==> src/rtl/hsync_pkg.sv <==
// Shared constants, defaults and FSM encoding for the horizontal-sync monitor.
// Imported by the interface, the edge detector and the monitor top.
package hsync_pkg;

    localparam int COUNT_W = 11;
    localparam int MATCH_W = 3;

    typedef logic [COUNT_W-1:0] count_t;
    typedef logic [MATCH_W-1:0] match_t;

    localparam count_t CNT_MAX = count_t'(2047);

    localparam int H_TOTAL_DEF    = 800;
    localparam int H_SYNC_DEF     = 96;
    localparam int LOCK_LINES_DEF = 2;

    typedef enum logic [1:0] {
        SEARCH = 2'd0,
        TRACK  = 2'd1,
        LOCKED = 2'd2
    } state_t;

    // Position of the current sample: the registered count plus one, modulo 2^11.
    function automatic count_t count_inc(input count_t value);
        return value + count_t'(1);
    endfunction

endpackage

==> src/rtl/hsync_monitor_if.sv <==
// Line-timing bus between a video source and the sync monitor.
// The source drives hSync/hDisp; the monitor returns lock status and measurements.
interface hsync_monitor_if;
    import hsync_pkg::*;

    logic   hSync;
    logic   hDisp;
    logic   locked;
    logic   lineStrobe;
    logic   syncErr;
    count_t xPos;
    count_t periodMeas;
    count_t syncMeas;
    count_t dispStart;
    count_t dispWidth;

    modport master (
        output hSync,
        output hDisp,
        input  locked,
        input  lineStrobe,
        input  syncErr,
        input  xPos,
        input  periodMeas,
        input  syncMeas,
        input  dispStart,
        input  dispWidth
    );

    modport slave (
        input  hSync,
        input  hDisp,
        output locked,
        output lineStrobe,
        output syncErr,
        output xPos,
        output periodMeas,
        output syncMeas,
        output dispStart,
        output dispWidth
    );

endinterface

==> src/rtl/edge_detect.sv <==
// One-bit previous-sample register with combinational rise/fall outputs.
// RST_VAL sets the previous sample held during reset.
module edge_detect
    import hsync_pkg::*;
#(
    parameter logic RST_VAL = 1'b0
) (
    input  logic clk,
    input  logic rst,
    input  logic d,
    output logic rise,
    output logic fall
);

    logic prev;

    // NOTE: sequential state uses non-blocking assignment so every flop sees pre-edge values.
    always_ff @(posedge clk) begin
        if (rst) begin
            prev <= RST_VAL;
        end else begin
            prev <= d;
        end
    end

    assign rise = ~prev &  d;
    assign fall =  prev & ~d;

endmodule

==> src/rtl/hsync_monitor.sv <==
// Horizontal sync monitor: recovers pixel position, measures line timing and
// locks once LOCK_LINES consecutive lines match H_TOTAL / H_SYNC.
module hsync_monitor
    import hsync_pkg::*;
#(
    parameter int H_TOTAL    = H_TOTAL_DEF,
    parameter int H_SYNC     = H_SYNC_DEF,
    parameter int LOCK_LINES = LOCK_LINES_DEF
) (
    input  logic          clk,
    input  logic          rst,
    hsync_monitor_if.slave bus
);

    localparam count_t H_TOTAL_C    = count_t'(H_TOTAL);
    localparam count_t H_SYNC_C     = count_t'(H_SYNC);
    localparam match_t LOCK_LINES_C = match_t'(LOCK_LINES);

    logic   sync_rise;
    logic   sync_fall;
    logic   disp_rise;
    logic   disp_fall;

    count_t cnt;
    count_t cnt_inc;
    count_t sync_meas;
    count_t disp_start;
    count_t disp_width;
    count_t period_meas;

    state_t state;
    state_t state_next;
    match_t match_cnt;
    match_t match_next;
    logic   rise_seen;
    logic   rise_seen_next;
    logic   line_strobe;
    logic   strobe_next;
    logic   sync_err;
    logic   err_next;
    logic   period_load;
    logic   line_good;

    // The sync previous sample idles high so a line already in sync at reset release is caught.
    edge_detect #(.RST_VAL(1'b1)) u_sync_edge (
        .clk  (clk),
        .rst  (rst),
        .d    (bus.hSync),
        .rise (sync_rise),
        .fall (sync_fall)
    );

    edge_detect #(.RST_VAL(1'b0)) u_disp_edge (
        .clk  (clk),
        .rst  (rst),
        .d    (bus.hDisp),
        .rise (disp_rise),
        .fall (disp_fall)
    );

    assign cnt_inc = count_inc(cnt);

    // NOTE: every register, measurement included, is reset so outputs read 0 during reset.
    always_ff @(posedge clk) begin
        if (rst) begin
            cnt        <= '0;
            sync_meas  <= '0;
            disp_start <= '0;
            disp_width <= '0;
        end else begin
            if (sync_fall) begin
                cnt <= '0;
            end else if (cnt != CNT_MAX) begin
                cnt <= cnt_inc;
            end

            if (sync_rise) begin
                sync_meas <= cnt_inc;
            end

            if (disp_rise) begin
                disp_start <= cnt_inc;
            end

            if (disp_fall) begin
                disp_width <= cnt_inc - disp_start;
            end
        end
    end

    assign line_good = (cnt_inc == H_TOTAL_C) && rise_seen && (sync_meas == H_SYNC_C);

    always_ff @(posedge clk) begin
        if (rst) begin
            state       <= SEARCH;
            match_cnt   <= '0;
            rise_seen   <= 1'b0;
            line_strobe <= 1'b0;
            sync_err    <= 1'b0;
            period_meas <= '0;
        end else begin
            state       <= state_next;
            match_cnt   <= match_next;
            rise_seen   <= rise_seen_next;
            line_strobe <= strobe_next;
            sync_err    <= err_next;
            if (period_load) begin
                period_meas <= cnt_inc;
            end
        end
    end

    // NOTE: every signal written here gets a default first so no latch is inferred.
    always_comb begin
        state_next     = state;
        match_next     = match_cnt;
        rise_seen_next = rise_seen;
        strobe_next    = 1'b0;
        err_next       = 1'b0;
        period_load    = 1'b0;

        if (sync_rise) begin
            rise_seen_next = 1'b1;
        end

        case (state)
            SEARCH: begin
                if (sync_fall) begin
                    state_next     = TRACK;
                    match_next     = '0;
                    rise_seen_next = 1'b0;
                end
            end

            TRACK, LOCKED: begin
                // A saturated counter means the line already overran; it wins over a late fall.
                if (cnt == CNT_MAX) begin
                    state_next = SEARCH;
                    err_next   = 1'b1;
                end else if (sync_fall) begin
                    strobe_next    = 1'b1;
                    period_load    = 1'b1;
                    rise_seen_next = 1'b0;
                    if (line_good) begin
                        if (state == TRACK) begin
                            match_next = match_cnt + match_t'(1);
                            if (match_next == LOCK_LINES_C) begin
                                state_next = LOCKED;
                            end
                        end
                    end else begin
                        state_next = TRACK;
                        match_next = '0;
                        err_next   = 1'b1;
                    end
                end
            end

            default: begin
                state_next = SEARCH;
            end
        endcase
    end

    assign bus.locked     = (state == LOCKED);
    assign bus.lineStrobe = line_strobe;
    assign bus.syncErr    = sync_err;
    assign bus.xPos       = cnt;
    assign bus.periodMeas = period_meas;
    assign bus.syncMeas   = sync_meas;
    assign bus.dispStart  = disp_start;
    assign bus.dispWidth  = disp_width;

endmodule

==> src/flat_wrapper.sv <==
// flat-port wrapper written by rule: the top's interface ports become plain ports
module hsync_monitor_flat import hsync_pkg::*;
#(
    parameter int H_TOTAL    = H_TOTAL_DEF,
    parameter int H_SYNC     = H_SYNC_DEF,
    parameter int LOCK_LINES = LOCK_LINES_DEF
)
  (clk, rst, bus_hSync, bus_hDisp, bus_locked, bus_lineStrobe, bus_syncErr, bus_xPos, bus_periodMeas, bus_syncMeas, bus_dispStart, bus_dispWidth);
  hsync_monitor_if bus_i ();
  input  logic clk;
  input  logic rst;
  input wire logic [$bits(bus_i.hSync)-1:0] bus_hSync;
  input wire logic [$bits(bus_i.hDisp)-1:0] bus_hDisp;
  output wire logic [$bits(bus_i.locked)-1:0] bus_locked;
  output wire logic [$bits(bus_i.lineStrobe)-1:0] bus_lineStrobe;
  output wire logic [$bits(bus_i.syncErr)-1:0] bus_syncErr;
  output wire logic [$bits(bus_i.xPos)-1:0] bus_xPos;
  output wire logic [$bits(bus_i.periodMeas)-1:0] bus_periodMeas;
  output wire logic [$bits(bus_i.syncMeas)-1:0] bus_syncMeas;
  output wire logic [$bits(bus_i.dispStart)-1:0] bus_dispStart;
  output wire logic [$bits(bus_i.dispWidth)-1:0] bus_dispWidth;
  assign bus_i.hSync = bus_hSync;
  assign bus_i.hDisp = bus_hDisp;
  assign bus_locked = bus_i.locked;
  assign bus_lineStrobe = bus_i.lineStrobe;
  assign bus_syncErr = bus_i.syncErr;
  assign bus_xPos = bus_i.xPos;
  assign bus_periodMeas = bus_i.periodMeas;
  assign bus_syncMeas = bus_i.syncMeas;
  assign bus_dispStart = bus_i.dispStart;
  assign bus_dispWidth = bus_i.dispWidth;
  hsync_monitor #(.H_TOTAL(H_TOTAL), .H_SYNC(H_SYNC), .LOCK_LINES(LOCK_LINES)) u_core (.clk(clk), .rst(rst), .bus(bus_i));
endmodule
==> config.mk <==
export PLATFORM = sky130hd
export DESIGN_NAME = hsync_monitor_flat
export DESIGN_NICKNAME = d
export VERILOG_FILES = /design/src/rtl/hsync_pkg.sv /design/src/rtl/hsync_monitor_if.sv /design/src/rtl/edge_detect.sv /design/src/rtl/hsync_monitor.sv /design/src/flat_wrapper.sv
export SDC_FILE = /design/constraint.sdc
export NUM_CORES = 1
export LEC_CHECK = 0
export ABC_AREA = 1
export CAP_MARGIN = 10
export CORE_UTILIZATION = 55
export DETAILED_ROUTE_END_ITERATION = 10
export PLACE_DENSITY = 0.93
export RECOVER_POWER = 50
export SLEW_MARGIN = 0
export SYNTH_ARGS = -nofsm -noshare
export SYNTH_HDL_FRONTEND = slang
export SYNTH_SLANG_ARGS = --single-unit
==> constraint.sdc <==
create_clock -name clk -period 7.2 [get_ports clk]
set_input_delay 1.44 -clock clk [delete_from_list [all_inputs] [get_ports clk]]
set_output_delay 1.44 -clock clk [all_outputs]
set_load 0.05 [all_outputs]
; ---- Yosys cells after proc, flatten, opt, wreduce, memory -nomap -nowiden
; Index checks and enable logic that the tools add are counted.
[totals]
regBits = 65
inputBits = 4
word_cells = 70
[op_classes]
n_addsub = 3
n_eq_ne = 14
muxes = 23
bitwise = 9
reduce_logical = 9
[op_table]
columns = cell, n
row1 = two-way mux 3 bit, 5
row2 = two-way mux 2 bit, 6
row3 = "adder 11 x 1 -> 11 bit, second input constant", 1
row4 = "equality test 11 x 10 -> 1 bit, second input constant", 1
row5 = "equality test 11 bit, second input constant", 1
row6 = "equality test 11 x 7 -> 1 bit, second input constant", 1
row7 = "inequality test 11 bit, second input constant", 1
row8 = subtractor 11 bit, 1
row9 = two-way mux 1 bit, 9
row10 = "inequality test 4 bit, second input constant", 2
row11 = one-hot mux 3 bit (2 select lines), 1
row12 = OR reduction 2 bit, 3
row13 = inverter 1 bit, 5
row14 = AND reduction 5 bit, 1
row15 = bitwise AND 1 bit, 4
row16 = "inequality test 2 x 1 -> 1 bit, second input constant", 2
row17 = one-hot mux 2 bit (2 select lines), 1
row18 = AND reduction 4 bit, 1
row19 = "adder 3 x 1 -> 3 bit, second input constant", 1
row20 = "equality test 3 x 2 -> 1 bit, second input constant", 1
row21 = "inequality test 3 x 1 -> 1 bit, second input constant", 1
row22 = "inequality test 3 bit, second input constant", 1
row23 = "equality test 2 x 1 -> 1 bit, second input constant", 1
row24 = "equality test 2 bit, second input constant", 1
row25 = other kinds (5), 6

; ---- Logic depth before layout (Yosys ltp)
; Gate-level depths: netlist of the first run.
[logic_depth]
word_depth = 8
ltp_mapped = 17
mapped_depth_nobuf = 17

; ---- Modules after synthesis
; A second synthesis of the first run with hierarchy kept.
[unflattened]
cells_unflattened = 482
hier_area_um2 = 3473.3
[by_module_without_submodules]
columns = mod, n_inst, cells_each, area_per_inst_um2, seq_area_each_um2
row1 = hsync_monitor, 1, 469, 3392.0, 1261.2
row2 = edge_detect at u_core.u_sync_edge, 1, 7, 42.5, 20.0
row3 = edge_detect at u_core.u_disp_edge, 1, 6, 38.8, 20.0

; ---- Worst setup path after synthesis of the first run
; No wires, ideal clock.
[synth_timing]
path_kind = register -> register
start = register u_core.cnt[1] (netlist: u_core.bus.xPos[1])
end = register u_core.disp_width[7] (netlist: u_core.bus.dispWidth[7])
arrival_ns = 2.746
setup_slack_ns = 4.338
path_stages_with_launch = 14
period_less_slack_ns = 2.862
cell_sequence = dfxtp_1 -> ha_1 -> nand3_2 -> or2_2 -> nand2_1 -> ha_1 -> a21oi_1 -> o21ai_0 -> a21oi_1 -> nor2_1 -> nor2_1 -> xnor2_1 -> o21ai_0 -> inv_1
[synth_via]
elab_chain_cells = 2
[synth_lines]
columns = item, line
row1 = "start, declared", hsync_monitor.sv:24  ; count_t cnt;
row2 = "start signal, assigned", hsync_monitor.sv:74  ; cnt <= cnt_inc;
row3 = adder 11 x 1 -> 11 bit, hsync_pkg.sv:25  ; return value + count_t'(1);
row4 = via u_core.cnt_inc[4], hsync_monitor.sv:25  ; count_t cnt_inc;
row5 = subtractor 11 bit, hsync_monitor.sv:86  ; disp_width <= cnt_inc - disp_start;
row6 = "end signal, assigned", hsync_monitor.sv:86
row7 = "end, declared", hsync_monitor.sv:28  ; count_t disp_width;
; The timed path passes the listed nets, and every way through them passes these cells.
; A chain may end at the register's enable or synchronous reset.

; ---- Final worst setup path of the first run
[layout_timing]
start = register u_core.cnt[0] (netlist: u_core.bus.xPos[0])
end = output port bus_xPos[0]
[layout_lines]
columns = item, line
row1 = "end, declared", flat_wrapper.sv:17  ; output wire logic [$bits(bus_i.xPos)-1:0] bus_xPos;
; No word-level cell between the ends.

==> results of run 1 <==
## kinds of logic after synthesis
group                      share of synthesized area
AOI/OAI and AO/OA                              0.163
buffers and inverters                          0.104
adders and majority gates                     0.0742
DFF                                            0.394
and+or+nand+nor                                0.236
xor gates and xnor gates                      0.0292
## state kept, by name (all words and copies together) (netlist names)
name and count:
u_core.state 2, u_core.bus.syncMeas 11, u_core.bus.syncErr 1, u_core.bus.xPos 11, u_core.bus.dispStart 11, u_core.bus.periodMeas 11
u_core.bus.dispWidth 11, u_core.match_cnt 3, u_core.rise_seen 1, u_core.bus.lineStrobe 1, u_core.u_sync_edge.prev 1, u_core.u_disp_edge.prev 1
## per-stage QoR
stage / cell area, um2 / total power [uW] / std cells / worst slack (ns)
after CTS: 4140 / 1030 / 600 / 3.83
final: 4140 / 1020 / 600 / 3.81
after global routing: 4140 / 1070 / 600 / 3.70
after detailed placement: 3960 / 733 / 584 / 3.55
after floorplan: 3300 / 648 / 463 / 4.34
after global placement: 3960 / 724 / 584 / 3.68
## power by group through the flow
| stage | clock, uW | combinational (uW) | sequential [uW] |
|---|---|---|---|
| floorplan | 0 | 145 | 503 |
| global placement | 0 | 301 | 423 |
| detailed placement | 0 | 309 | 424 |
| CTS | 302 | 312 | 417 |
| global route | 319 | 335 | 419 |
| finish | 301 | 307 | 416 |
## routing by layer
layer	global-route usage	part of all wire	routed length [um]
met1	0.336	0.43	3550
met2	0.473	0.48	3950
met3	0.0583	0.067	552
met4	0.120	0.019	155
met5	0	0	0
## area by class of cell
class / count / area [um2] / area share
clock inverters: 5 / 56.3 / 0.0136
inverters: 79 / 297 / 0.0716
clock buffers: 11 / 131 / 0.0317
repair buffers: 61 / 611 / 0.148
well taps: 72 / 90.1 / 0.0218
multi-input cells: 307 / 1650 / 0.399
flip-flops and latches: 65 / 1300 / 0.314
## synth_stat cells
| cell type | number | share of area |
|---|---|---|
| sky130_fd_sc_hd__ha_1 | 18 | 0.068 |
| sky130_fd_sc_hd__nor2_1 | 72 | 0.082 |
| sky130_fd_sc_hd__a31oi_1 | 3 | 0.0057 |
| sky130_fd_sc_hd__nand2_1 | 62 | 0.070 |
| sky130_fd_sc_hd__nand3_1 | 10 | 0.015 |
| sky130_fd_sc_hd__inv_1 | 77 | 0.088 |
| sky130_fd_sc_hd__nor2_2 | 3 | 0.0057 |
| sky130_fd_sc_hd__a21oi_1 | 44 | 0.067 |
| sky130_fd_sc_hd__buf_2 | 2 | 0.0030 |
| sky130_fd_sc_hd__nor3_2 | 1 | 0.0030 |
| sky130_fd_sc_hd__o21ai_1 | 1 | 0.0015 |
| sky130_fd_sc_hd__nand2_4 | 1 | 0.0034 |
| sky130_fd_sc_hd__o211ai_1 | 5 | 0.011 |
| sky130_fd_sc_hd__fa_1 | 1 | 0.0061 |
| sky130_fd_sc_hd__nor3_4 | 1 | 0.0049 |
| sky130_fd_sc_hd__a21o_1 | 1 | 0.0023 |
| sky130_fd_sc_hd__a211oi_1 | 1 | 0.0023 |
| sky130_fd_sc_hd__dfxtp_1 | 65 | 0.39 |
| sky130_fd_sc_hd__clkinv_1 | 1 | 0.0011 |
| sky130_fd_sc_hd__o21ai_0 | 48 | 0.073 |
| sky130_fd_sc_hd__nand2_2 | 7 | 0.013 |
| sky130_fd_sc_hd__clkbuf_1 | 10 | 0.011 |
| sky130_fd_sc_hd__inv_2 | 1 | 0.0011 |
| sky130_fd_sc_hd__xnor2_1 | 5 | 0.013 |
| sky130_fd_sc_hd__nand3_2 | 4 | 0.012 |
| sky130_fd_sc_hd__xor2_1 | 6 | 0.016 |
| sky130_fd_sc_hd__nor3_1 | 1 | 0.0015 |
| sky130_fd_sc_hd__nand4_1 | 10 | 0.019 |
| sky130_fd_sc_hd__nand4_2 | 1 | 0.0038 |
| sky130_fd_sc_hd__or2_2 | 1 | 0.0019 |
## cells in the final DEF (no fill, tap or decap), types with 5 or more instances in the layout
master	count
sky130_fd_sc_hd__inv_1	77
sky130_fd_sc_hd__nor2_1	72
sky130_fd_sc_hd__dfxtp_1	65
sky130_fd_sc_hd__nand2_1	62
sky130_fd_sc_hd__o21ai_0	48
sky130_fd_sc_hd__a21oi_1	44
sky130_fd_sc_hd__dlygate4sd3_1	42
sky130_fd_sc_hd__clkdlybuf4s50_1	19
sky130_fd_sc_hd__ha_1	18
sky130_fd_sc_hd__nand3_1	11
sky130_fd_sc_hd__nand4_1	10
sky130_fd_sc_hd__clkbuf_8	9
sky130_fd_sc_hd__nand2_2	7
sky130_fd_sc_hd__xor2_1	6
sky130_fd_sc_hd__o211ai_1	5
sky130_fd_sc_hd__xnor2_1	5
## path summary, 6_finish.rpt
check | endpoint | from | slack, ns
setup / recovery | bus_xPos[0] | u_core.bus.xPos[0]$_SDFFE_PP0N_ | 3.81
hold / removal | u_core.bus.dispWidth[1]$_SDFFE_PP0P_ | u_core.bus.dispWidth[1]$_SDFFE_PP0P_ | 0.49
setup reg to reg | u_core.bus.dispWidth[7]$_SDFFE_PP0P_ | u_core.bus.xPos[0]$_SDFFE_PP0N_ | 3.97
hold reg to reg | u_core.bus.dispWidth[1]$_SDFFE_PP0P_ | u_core.bus.dispWidth[1]$_SDFFE_PP0P_ | 0.49
==> impl_metrics.sql, run 1 <==
INSERT INTO impl_metrics (metric_group, metric, value, unit) VALUES
('run_status', 'outcome', 'complete, no violations', ''),
('global_routing', 'congestion_overflow_gr', '0', ''),
('synth', 'post_synth_num_cell_types', '30', ''),
('timing', 'fin_tns_setup', '0', 'ns'),
('power_and_ir_drop', 'share_clk_of_total_power', '0.294', ''),
('timing', 'layout_worst_path_cycle_share', '0.470', ''),
('setup_path', 'worst_setup_path_end_kind', 'primary output', ''),
('route', 'avgRoutedWirePerCell', '13.7', 'um'),
('cells_and_area', 'diodes', '0', ''),
('worst_hold_path', 'whs_path_depth', '2', ''),
('setup_path', 'start_kind', 'register', ''),
('clocking', 'tritoncts', 'built', ''),
('power_and_ir_drop', 'power_leakage', '0.00208', 'uW'),
('setup_path', 'timing.critical_path.fanout_max', '13', ''),
('route', 'via_count', '3221', ''),
('worst_hold_path', 'hold_path.class', 'register to register', ''),
('timing', 'report.final.setup_viol', '0', ''),
('synth', 'syn_inst', '463', ''),
('timing', 'whs', '0.494', 'ns'),
('synth', 'synth_nets', '486', ''),
('setup_path', 'critical_path_depth', '1', ''),
('synth', 'ys_seq_elements', '65', ''),
('setup_path', 'critical_path.n_buffers_inverters', '1', ''),
('placed_design', 'place_hpwl', '5840', 'um'),
('clocking', 'cts.path.max_buffers', '2', ''),
('route', 'ant_nets', '0', ''),
('power_and_ir_drop', 'p_int', '647', 'uW'),
('global_routing', 'largest_net_degree_at_the_start_of_global_routing', '34', ''),
('clocking', 'worst_skew_late_latency', '0.35', 'ns'),
('power_and_ir_drop', 'seq_power_share', '0.406', ''),
('clocking', 'cts_inserted_buffers', '9', ''),
('die', 'fp.dieH', '79.5', 'um'),
('setup_path', 'worstPathArrival', '1.95', 'ns'),
('cells_and_area', 'fin_nets', '546', ''),
('synth', 'syn-mean-instance-area', '7.13', 'um2'),
('timing', 'timing.max_slew.rel_slack', '0.311', ''),
('setup_path', 'reg2reg_depth', '13', ''),
('power_and_ir_drop', 'power.share.switching', '0.368', ''),
('cells_and_area', 'fill_cells', '444', ''),
('route', 'drtIter0Drc', '195', ''),
('synth', 'synth_seq_area_share', '0.394', ''),
('placed_design', 'gp_congestion', '0.839', ''),
('cells_and_area', 'layout.core_utilization', '0.734', ''),
('clocking', 'cts.repair.resized', '0', ''),
('timing', 'worstMarginPinSlew', '1.03', 'ns'),
('setup_path', 'required', '5.76', 'ns'),
('clocking', 'root_buffer', 'sky130_fd_sc_hd__clkbuf_8', ''),
('route', 'route.final.wire_length', '8210', 'um'),
('die', 'floorplan.die.width', '79.5', 'um'),
('power_and_ir_drop', 'max-vdd-ir-drop', '0.177', 'mV'),
('power_and_ir_drop', 'power_per_cell_area', '247', 'mW/mm2'),
('synth', 'netlist_area', '0.00330', 'mm2'),
('placed_design', 'port_buffers', '61', ''),
('power_and_ir_drop', 'combPwrFrac', '0.300', ''),
('clocking', 'post-cts-setup-buffers', '0', ''),
('clocking', 'cts_hold_buffers', '0', ''),
('timing', 'final.setup_skew', '0.00993', 'ns'),
('setup_path', 'worst_path_dominant_cell_family', 'buffers and inverters', ''),
('clocking', 'cts.sink_count', '65', ''),
('die', 'fp-row-count', '27', ''),
('timing', 'timing.final.max_slew_violations', '0', ''),
('global_routing', 'antenna_violations_before_repair', '0', ''),
('cells_and_area', 'final_layout_size_suffix_gt1_frac', '0.0625', ''),
('power_and_ir_drop', 'switching_component_of_the_power', '376', 'uW'),
('clocking', 'clkTransAtPathRegs', '0.08', 'ns'),
('die', 'floorplan.io_pins', '62', ''),
('die', 'design.core.area', '0.00564', 'mm2'),
('global_routing', 'via_count_of_the_first_global_routing_pass', '2946', ''),
('setup_path', 'timing.critical_path.slowest_stage_cell', 'sky130_fd_sc_hd__clkdlybuf4s50_1', ''),
('timing', 'rsz0062_at_grt', 'false', ''),
('route', 'detailedRoute.firstPassIterationCount', '5', '');
No activity file was read; power rests on OpenSTA's default activity.
==> inputs of run 2 (changes only) <==
--- a/config.mk
+++ b/config.mk
@@ -7,9 +7,9 @@
 export LEC_CHECK = 0
 export ABC_AREA = 1
 export CAP_MARGIN = 10
-export CORE_UTILIZATION = 55
+export CORE_UTILIZATION = 52
 export DETAILED_ROUTE_END_ITERATION = 10
-export PLACE_DENSITY = 0.93
+export PLACE_DENSITY = 0.89
 export RECOVER_POWER = 50
 export SLEW_MARGIN = 0
 export SYNTH_ARGS = -nofsm -noshare
==> constraint.sdc (replaced) <==
create_clock -name clk -period 3.4 [get_ports clk]
set_input_delay 0.68 -clock clk [delete_from_list [all_inputs] [get_ports clk]]
set_output_delay 0.68 -clock clk [all_outputs]
set_load 0.05 [all_outputs]
==> impl_metrics.sql, run 2 (synthesis results as in run 1) <==
INSERT INTO impl_metrics (metric_group, metric, value, unit) VALUES
('clocking', 'post-cts-setup-buffers', '0', ''),
('clocking', 'cts_hold_buffers', '0', ''),
('power_and_ir_drop', 'power.share.switching', '0.367', ''),
('cells_and_area', 'flip_flop_and_latch_area', '0.00130', 'mm2'),
('clocking', 'cts.repair.resized', '0', ''),
('setup_path', 'timing.critical_path.fanout_max', '8', ''),
('die', 'floorplan.die.width', '81.7', 'um'),
('global_routing', 'via_count_of_the_first_global_routing_pass', '3071', ''),
('clocking', 'cts_inserted_buffers', '9', ''),
('timing', 'report.final.setup_viol', '0', ''),
('setup_path', 'worstPathCellList', 'clkbuf_1, clkdlybuf4s50_1', ''),
('clocking', 'tritoncts', 'built', ''),
('die', 'design.core.area', '0.00603', 'mm2'),
('route', 'drtIter0Drc', '208', ''),
('placed_design', 'gp_congestion', '0.907', ''),
('setup_path', 'worst_setup_path_end_kind', 'primary output', ''),
('route', 'route.final.wire_length', '8760', 'um'),
('power_and_ir_drop', 'switching_component_of_the_power', '810', 'uW'),
('die', 'dieArea', '0.00667', 'mm2'),
('cells_and_area', 'fill_cells', '500', ''),
('route', 'detailedRoute.firstPassIterationCount', '5', ''),
('placed_design', 'place_hpwl', '6290', 'um'),
('timing', 'layout_worst_path_cycle_share', '0.842', ''),
('global_routing', 'largest_net_degree_at_the_start_of_global_routing', '33', ''),
('global_routing', 'antenna_violations_before_repair', '0', ''),
('timing', 'worstMarginPinSlew', '1.06', 'ns'),
('route', 'drc_errors', '0', ''),
('setup_path', 'worst_path_dominant_cell_family', 'buffers and inverters', ''),
('timing', 'rsz0062_at_grt', 'false', ''),
('power_and_ir_drop', 'power_leakage', '0.00205', 'uW'),
('timing', 'timing.fmax', '349', 'MHz'),
('power_and_ir_drop', 'share_clk_of_total_power', '0.298', ''),
('cells_and_area', 'diodes', '0', ''),
('timing', 'final.setup_skew', '0.00769', 'ns'),
('clocking', 'cts.sink_count', '65', ''),
('route', 'post_drt_via_cell_ratio', '5.42', ''),
('setup_path', 'critPathKind', 'register to primary output', ''),
('setup_path', 'critical_path.n_buffers_inverters', '2', ''),
('clocking', 'cts.path.max_buffers', '2', ''),
('placed_design', 'port_buffers', '61', ''),
('flow_run', 'max_cap_viol_count', '0', ''),
('clocking', 'htreeDepth', '3', ''),
('worst_hold_path', 'hold_path.class', 'register to register', ''),
('route', 'via_count', '3287', ''),
('timing', 'timing.final.max_slew_violations', '0', ''),
('run_status', 'outcome', 'complete, no violations', ''),
('route', 'ant_nets', '0', ''),
('die', 'floorplan.io_pins', '62', ''),
('clocking', 'root_buffer', 'sky130_fd_sc_hd__clkbuf_8', ''),
('setup_path', 'required', '2.72', 'ns'),
('timing', 'final-hold-violation-count', '0', ''),
('global_routing', 'grt_first_pass_wirelength', '14100', 'um'),
('timing', 'post-route-min-period', '2.86', 'ns'),
('power_and_ir_drop', 'seq_power_share', '0.398', ''),
('clocking', 'worst_skew_late_latency', '0.35', 'ns'),
('timing', 'whs', '0.476', 'ns'),
('setup_path', 'worstPathArrival', '2.18', 'ns'),
('cells_and_area', 'most_common_cell_after_layout_fill_and_taps_aside', 'sky130_fd_sc_hd__inv_1', ''),
('setup_path', 'crit_path_max_incr_delay', '0.91', 'ns'),
('die', 'starting_density', '0.548', ''),
('setup_path', 'start_kind', 'register', ''),
('cells_and_area', 'multiInputGateArea', '0.00165', 'mm2'),
('global_routing', 'congestion_overflow_gr', '0', ''),
('power_and_ir_drop', 'max-vdd-ir-drop', '0.439', 'mV'),
('setup_path', 'timing.critical_path.slowest_stage_cell', 'sky130_fd_sc_hd__clkdlybuf4s50_1', ''),
('cells_and_area', 'final_layout_size_suffix_gt1_frac', '0.0677', ''),
('cells_and_area', 'fin_nets', '551', ''),
('global_routing', 'grt_util_all_layers', '0.283', ''),
('clocking', 'clkTransAtPathRegs', '0.07', 'ns'),
('power_and_ir_drop', 'power_per_cell_area', '528', 'mW/mm2'),
('power_and_ir_drop', 'p_int', '1400', 'uW'),
('cells_and_area', 'layout.core_utilization', '0.694', ''),
('cells_and_area', 'most-common-layout-cells', 'sky130_fd_sc_hd__inv_1, sky130_fd_sc_hd__nor2_1, sky130_fd_sc_hd__dfxtp_1', ''),
('power_and_ir_drop', 'combPwrFrac', '0.304', ''),
('timing', 'fin_tns_setup', '0', 'ns'),
('route', 'avgRoutedWirePerCell', '14.4', 'um'),
('cells_and_area', 'layout-area-overhead-vs-synth', '26.5', '%'),
('timing', 'timing.max_slew.rel_slack', '0.294', ''),
('die', 'fp.dieH', '81.7', 'um'),
('die', 'fp-row-count', '28', '');
## run 2: cell types whose count changed in the layout (fill, tap and decap cells not counted)
cell and delta:
sky130_fd_sc_hd__clkdlybuf4s50_1 +20, sky130_fd_sc_hd__clkbuf_8 +1, sky130_fd_sc_hd__buf_4 +3, sky130_fd_sc_hd__inv_1 +1, sky130_fd_sc_hd__inv_2 -1, sky130_fd_sc_hd__dlygate4sd3_1 -20
## run 2: worst min-delay path: stages (launching register included)
cell and delay, ns:
sky130_fd_sc_hd__dfxtp_1 0.32, sky130_fd_sc_hd__nand2_1 0.06, sky130_fd_sc_hd__a21oi_1 0.05
## run 2: power by group through the flow
stage          combinational (uW)  clock, uW  sequential [uW]
2_1_floorplan                 307          0             1070
3_3_place_gp                  649          0              892
3_5_place_dp                  670          0              894
4_1_cts                       677        660              879
5_1_grt                       726        698              885
6_report                      670        658              879
## run 2: final timing paths
| kind | start | to | slack (ns) | cells after the start |
|---|---|---|---|---|
| worst min-delay path | u_core.bus.periodMeas[10]$_SDFFE_PP0P_ | u_core.bus.periodMeas[10]$_SDFFE_PP0P_ | 0.48 | 2 |
| worst max-delay path | u_core.bus.xPos[0]$_SDFFE_PP0N_ | bus_xPos[0] | 0.54 | 2 |
| worst min register to register | u_core.bus.periodMeas[10]$_SDFFE_PP0P_ | u_core.bus.periodMeas[10]$_SDFFE_PP0P_ | 0.48 | 2 |
| worst max register to register | u_core.bus.xPos[2]$_SDFFE_PP0N_ | u_core.bus.dispWidth[8]$_SDFFE_PP0P_ | 0.57 | 13 |
## run 2: final cells by class
class	count	share of cell area
multi-input cells	307	0.396
clock buffers	10	0.0329
well taps	75	0.0225
flip-flops and latches	65	0.311
inverters	79	0.0710
clock inverters	5	0.0135
repair buffers	66	0.153
## run 2: through the flow
step	setup WS, ns	power [uW]	cells	instance area [um2]
after global placement	0.752	1540	592	4000
after floorplan	0.538	1370	463	3300
after detailed placement	0.617	1560	592	4000
after CTS	0.596	2220	607	4190
after global routing	0.357	2310	607	4180
final	0.536	2210	607	4180
## run 2: per-layer routing
metal / vias up / GRT usage / wire [um]
met5: - / 0 / 0
met4: 0 / 0.151 / 223
li1: 1609 / - / -
met3: 24 / 0.0644 / 696
met1: 1509 / 0.337 / 3630
met2: 145 / 0.473 / 4200
==> inputs of run 3 (changes only) <==
==> constraint.sdc (replaced) <==
create_clock -name clk -period 2.8 [get_ports clk]
set_input_delay 0.56 -clock clk [delete_from_list [all_inputs] [get_ports clk]]
set_output_delay 0.56 -clock clk [all_outputs]
set_load 0.05 [all_outputs]
==> impl_metrics.sql, run 3 (synthesis results as in run 1) <==
INSERT INTO impl_metrics (metric_group, metric, value, unit) VALUES
('global_routing', 'antenna_violations_before_repair', '0', ''),
('clocking', 'cts.sink_count', '65', ''),
('setup_path', 'worst_setup_path_end_kind', 'register', ''),
('die', 'dieArea', '0.00667', 'mm2'),
('die', 'design.core.area', '0.00603', 'mm2'),
('cells_and_area', 'fill_cells', '518', ''),
('clocking', 'cts_hold_buffers', '0', ''),
('setup_path', 'critPathKind', 'register to register', ''),
('timing', 'rsz0062_at_grt', 'false', ''),
('global_routing', 'congestion_overflow_gr', '0', ''),
('timing', 'timing.fmax', '385', 'MHz'),
('route', 'drtIter0Drc', '229', ''),
('flow_run', 'max_cap_viol_count', '0', ''),
('setup_path', 'reg2reg_depth', '13', ''),
('timing', 'whs', '0.491', 'ns'),
('timing', 'worstMarginPinSlew', '0.841', 'ns'),
('cells_and_area', 'layout-area-overhead-vs-synth', '27.2', '%'),
('worst_hold_path', 'hold_path.class', 'register to register', ''),
('placed_design', 'gp_congestion', '0.907', ''),
('global_routing', 'largest_net_degree_at_the_start_of_global_routing', '22', ''),
('setup_path', 'timing.critical_path.fanout_max', '6', ''),
('die', 'starting_density', '0.548', ''),
('clocking', 'cts.path.max_buffers', '2', ''),
('route', 'avgRoutedWirePerCell', '14.4', 'um'),
('timing', 'final-hold-violation-count', '0', ''),
('global_routing', 'grt_first_pass_wirelength', '13800', 'um'),
('global_routing', 'via_count_of_the_first_global_routing_pass', '2930', ''),
('cells_and_area', 'final_layout_size_suffix_gt1_frac', '0.0728', ''),
('clocking', 'root_buffer', 'sky130_fd_sc_hd__clkbuf_8', ''),
('clocking', 'worst_skew_late_latency', '0.34', 'ns'),
('timing', 'final.setup_skew', '0.00786', 'ns'),
('setup_path', 'worstPathArrival', '2.84', 'ns'),
('cells_and_area', 'fin_nets', '555', ''),
('clocking', 'clkTransAtPathRegs', '0.07', 'ns'),
('run_status', 'outcome', 'complete, no violations', ''),
('placed_design', 'port_buffers', '61', ''),
('timing', 'timing.max_slew.rel_slack', '0.439', ''),
('timing', 'layout_worst_path_cycle_share', '0.929', ''),
('route', 'via_count', '3286', ''),
('route', 'route.final.wire_length', '8780', 'um'),
('worst_hold_path', 'whs_path_depth', '2', ''),
('setup_path', 'timing.rr.start', 'u_core.bus.xPos[3]$_SDFFE_PP0N_', ''),
('route', 'drc_errors', '0', ''),
('setup_path', 'reg2reg_setup_slack', '0.20', 'ns'),
('cells_and_area', 'most-common-layout-cells', 'sky130_fd_sc_hd__inv_1, sky130_fd_sc_hd__nor2_1, sky130_fd_sc_hd__dfxtp_1', ''),
('timing', 'timing.final.max_slew_violations', '0', ''),
('die', 'fp-row-count', '28', ''),
('die', 'floorplan.io_pins', '62', ''),
('power_and_ir_drop', 'power_per_cell_area', '628', 'mW/mm2'),
('placed_design', 'place_hpwl', '6340', 'um'),
('clocking', 'post-cts-setup-buffers', '0', ''),
('setup_path', 'start_kind', 'register', ''),
('timing', 'post-route-min-period', '2.60', 'ns'),
('global_routing', 'grt_util_all_layers', '0.279', ''),
('die', 'floorplan.die.width', '81.7', 'um'),
('route', 'post_drt_via_cell_ratio', '5.38', ''),
('cells_and_area', 'most_common_cell_after_layout_fill_and_taps_aside', 'sky130_fd_sc_hd__inv_1', ''),
('power_and_ir_drop', 'max-vdd-ir-drop', '0.489', 'mV'),
('timing', 'report.final.setup_viol', '0', ''),
('cells_and_area', 'diodes', '0', ''),
('setup_path', 'timing.rr.end', 'u_core.bus.dispWidth[8]$_SDFFE_PP0P_', ''),
('clocking', 'cts_inserted_buffers', '9', ''),
('worst_hold_path', 'whs_endpoint', 'u_core.bus.periodMeas[10]$_SDFFE_PP0P_', ''),
('timing', 'fin_tns_setup', '0', 'ns'),
('route', 'detailedRoute.firstPassIterationCount', '5', ''),
('die', 'fp.dieH', '81.7', 'um'),
('route', 'ant_nets', '0', ''),
('worst_hold_path', 'min_from', 'u_core.bus.periodMeas[10]$_SDFFE_PP0P_', ''),
('setup_path', 'required', '3.04', 'ns'),
('power_and_ir_drop', 'power_leakage', '0.00205', 'uW'),
('clocking', 'tritoncts', 'built', ''),
('clocking', 'htreeDepth', '3', '');
run 3: metal layers:
layer / global-route usage / routed length [um]
met4: 0.133 / 209
met5: 0 / 0
met3: 0.0433 / 508
met2: 0.471 / 4230
met1: 0.345 / 3830
run 3: area by class of cell:
class,count,area (um2),share of cell area
Clock buffer,12,135,0.0322
Clock inverter,3,42.5,0.0101
Inverter,79,297,0.0706
Multi-Input combinational cell,307,1670,0.396
Sequential cell,65,1300,0.310
Tap cell,75,93.8,0.0223
Timing Repair Buffer,70,663,0.158
run 3: worst max-delay path: stages, from the launching register on:
cell and delay [ns]:
sky130_fd_sc_hd__dfxtp_1 0.45, sky130_fd_sc_hd__nand2_1 0.12, sky130_fd_sc_hd__nor2_2 0.22, sky130_fd_sc_hd__xor2_2 0.25, sky130_fd_sc_hd__inv_1 0.12, sky130_fd_sc_hd__ha_1 0.35
sky130_fd_sc_hd__a21oi_1 0.17, sky130_fd_sc_hd__o21ai_0 0.14, sky130_fd_sc_hd__a21oi_1 0.25, sky130_fd_sc_hd__nor2_1 0.07, sky130_fd_sc_hd__nor2_1 0.11, sky130_fd_sc_hd__xnor2_1 0.07
sky130_fd_sc_hd__o21ai_0 0.14, sky130_fd_sc_hd__inv_1 0.05
run 3: how the worst max path moves through the flow:
stage | start | endpoint | cells past startpoint
finish | u_core.bus.xPos[3]$_SDFFE_PP0N_ | u_core.bus.dispWidth[8]$_SDFFE_PP0P_ | 13
global route | u_core.bus.xPos[3]$_SDFFE_PP0N_ | u_core.bus.dispWidth[8]$_SDFFE_PP0P_ | 13
CTS | u_core.bus.xPos[3]$_SDFFE_PP0N_ | u_core.bus.dispWidth[8]$_SDFFE_PP0P_ | 13
detailed placement | u_core.bus.xPos[3]$_SDFFE_PP0N_ | u_core.bus.dispWidth[8]$_SDFFE_PP0P_ | 13
global placement | u_core.bus.xPos[3]$_SDFFE_PP0N_ | u_core.bus.dispWidth[8]$_SDFFE_PP0P_ | 13
floorplan | u_core.bus.xPos[2]$_SDFFE_PP0N_ | u_core.bus.dispWidth[8]$_SDFFE_PP0P_ | 13
run 3: timing repair:
item | CTS | global route
hold endpoints to repair | 0 | 0
gates resized for setup | 0 | 1
endpoints found under the setup margin | 0 | 1
run 3: stage by stage:
step | instances | total power [uW] | util | cell area, um2 | worst slack [ns]
after floorplan | 463 | 1670 | - | 3310 | 0.125
final | 611 | 2640 | 0.697 | 4200 | 0.199
after detailed placement | 596 | 1900 | 0.671 | 4040 | 0.196
after global routing | 611 | 2760 | 0.697 | 4200 | 0.0376
after CTS | 611 | 2650 | 0.700 | 4220 | 0.178
after global placement | 596 | 1880 | 0.671 | 4040 | 0.295
run 3: power by group:
part	leakage [uW]	switching (uW)	internal (uW)	total, uW
sequential	0.000533	55.9	1010	1070
clock	0.0000864	351	406	757
combinational	0.00143	554	258	812
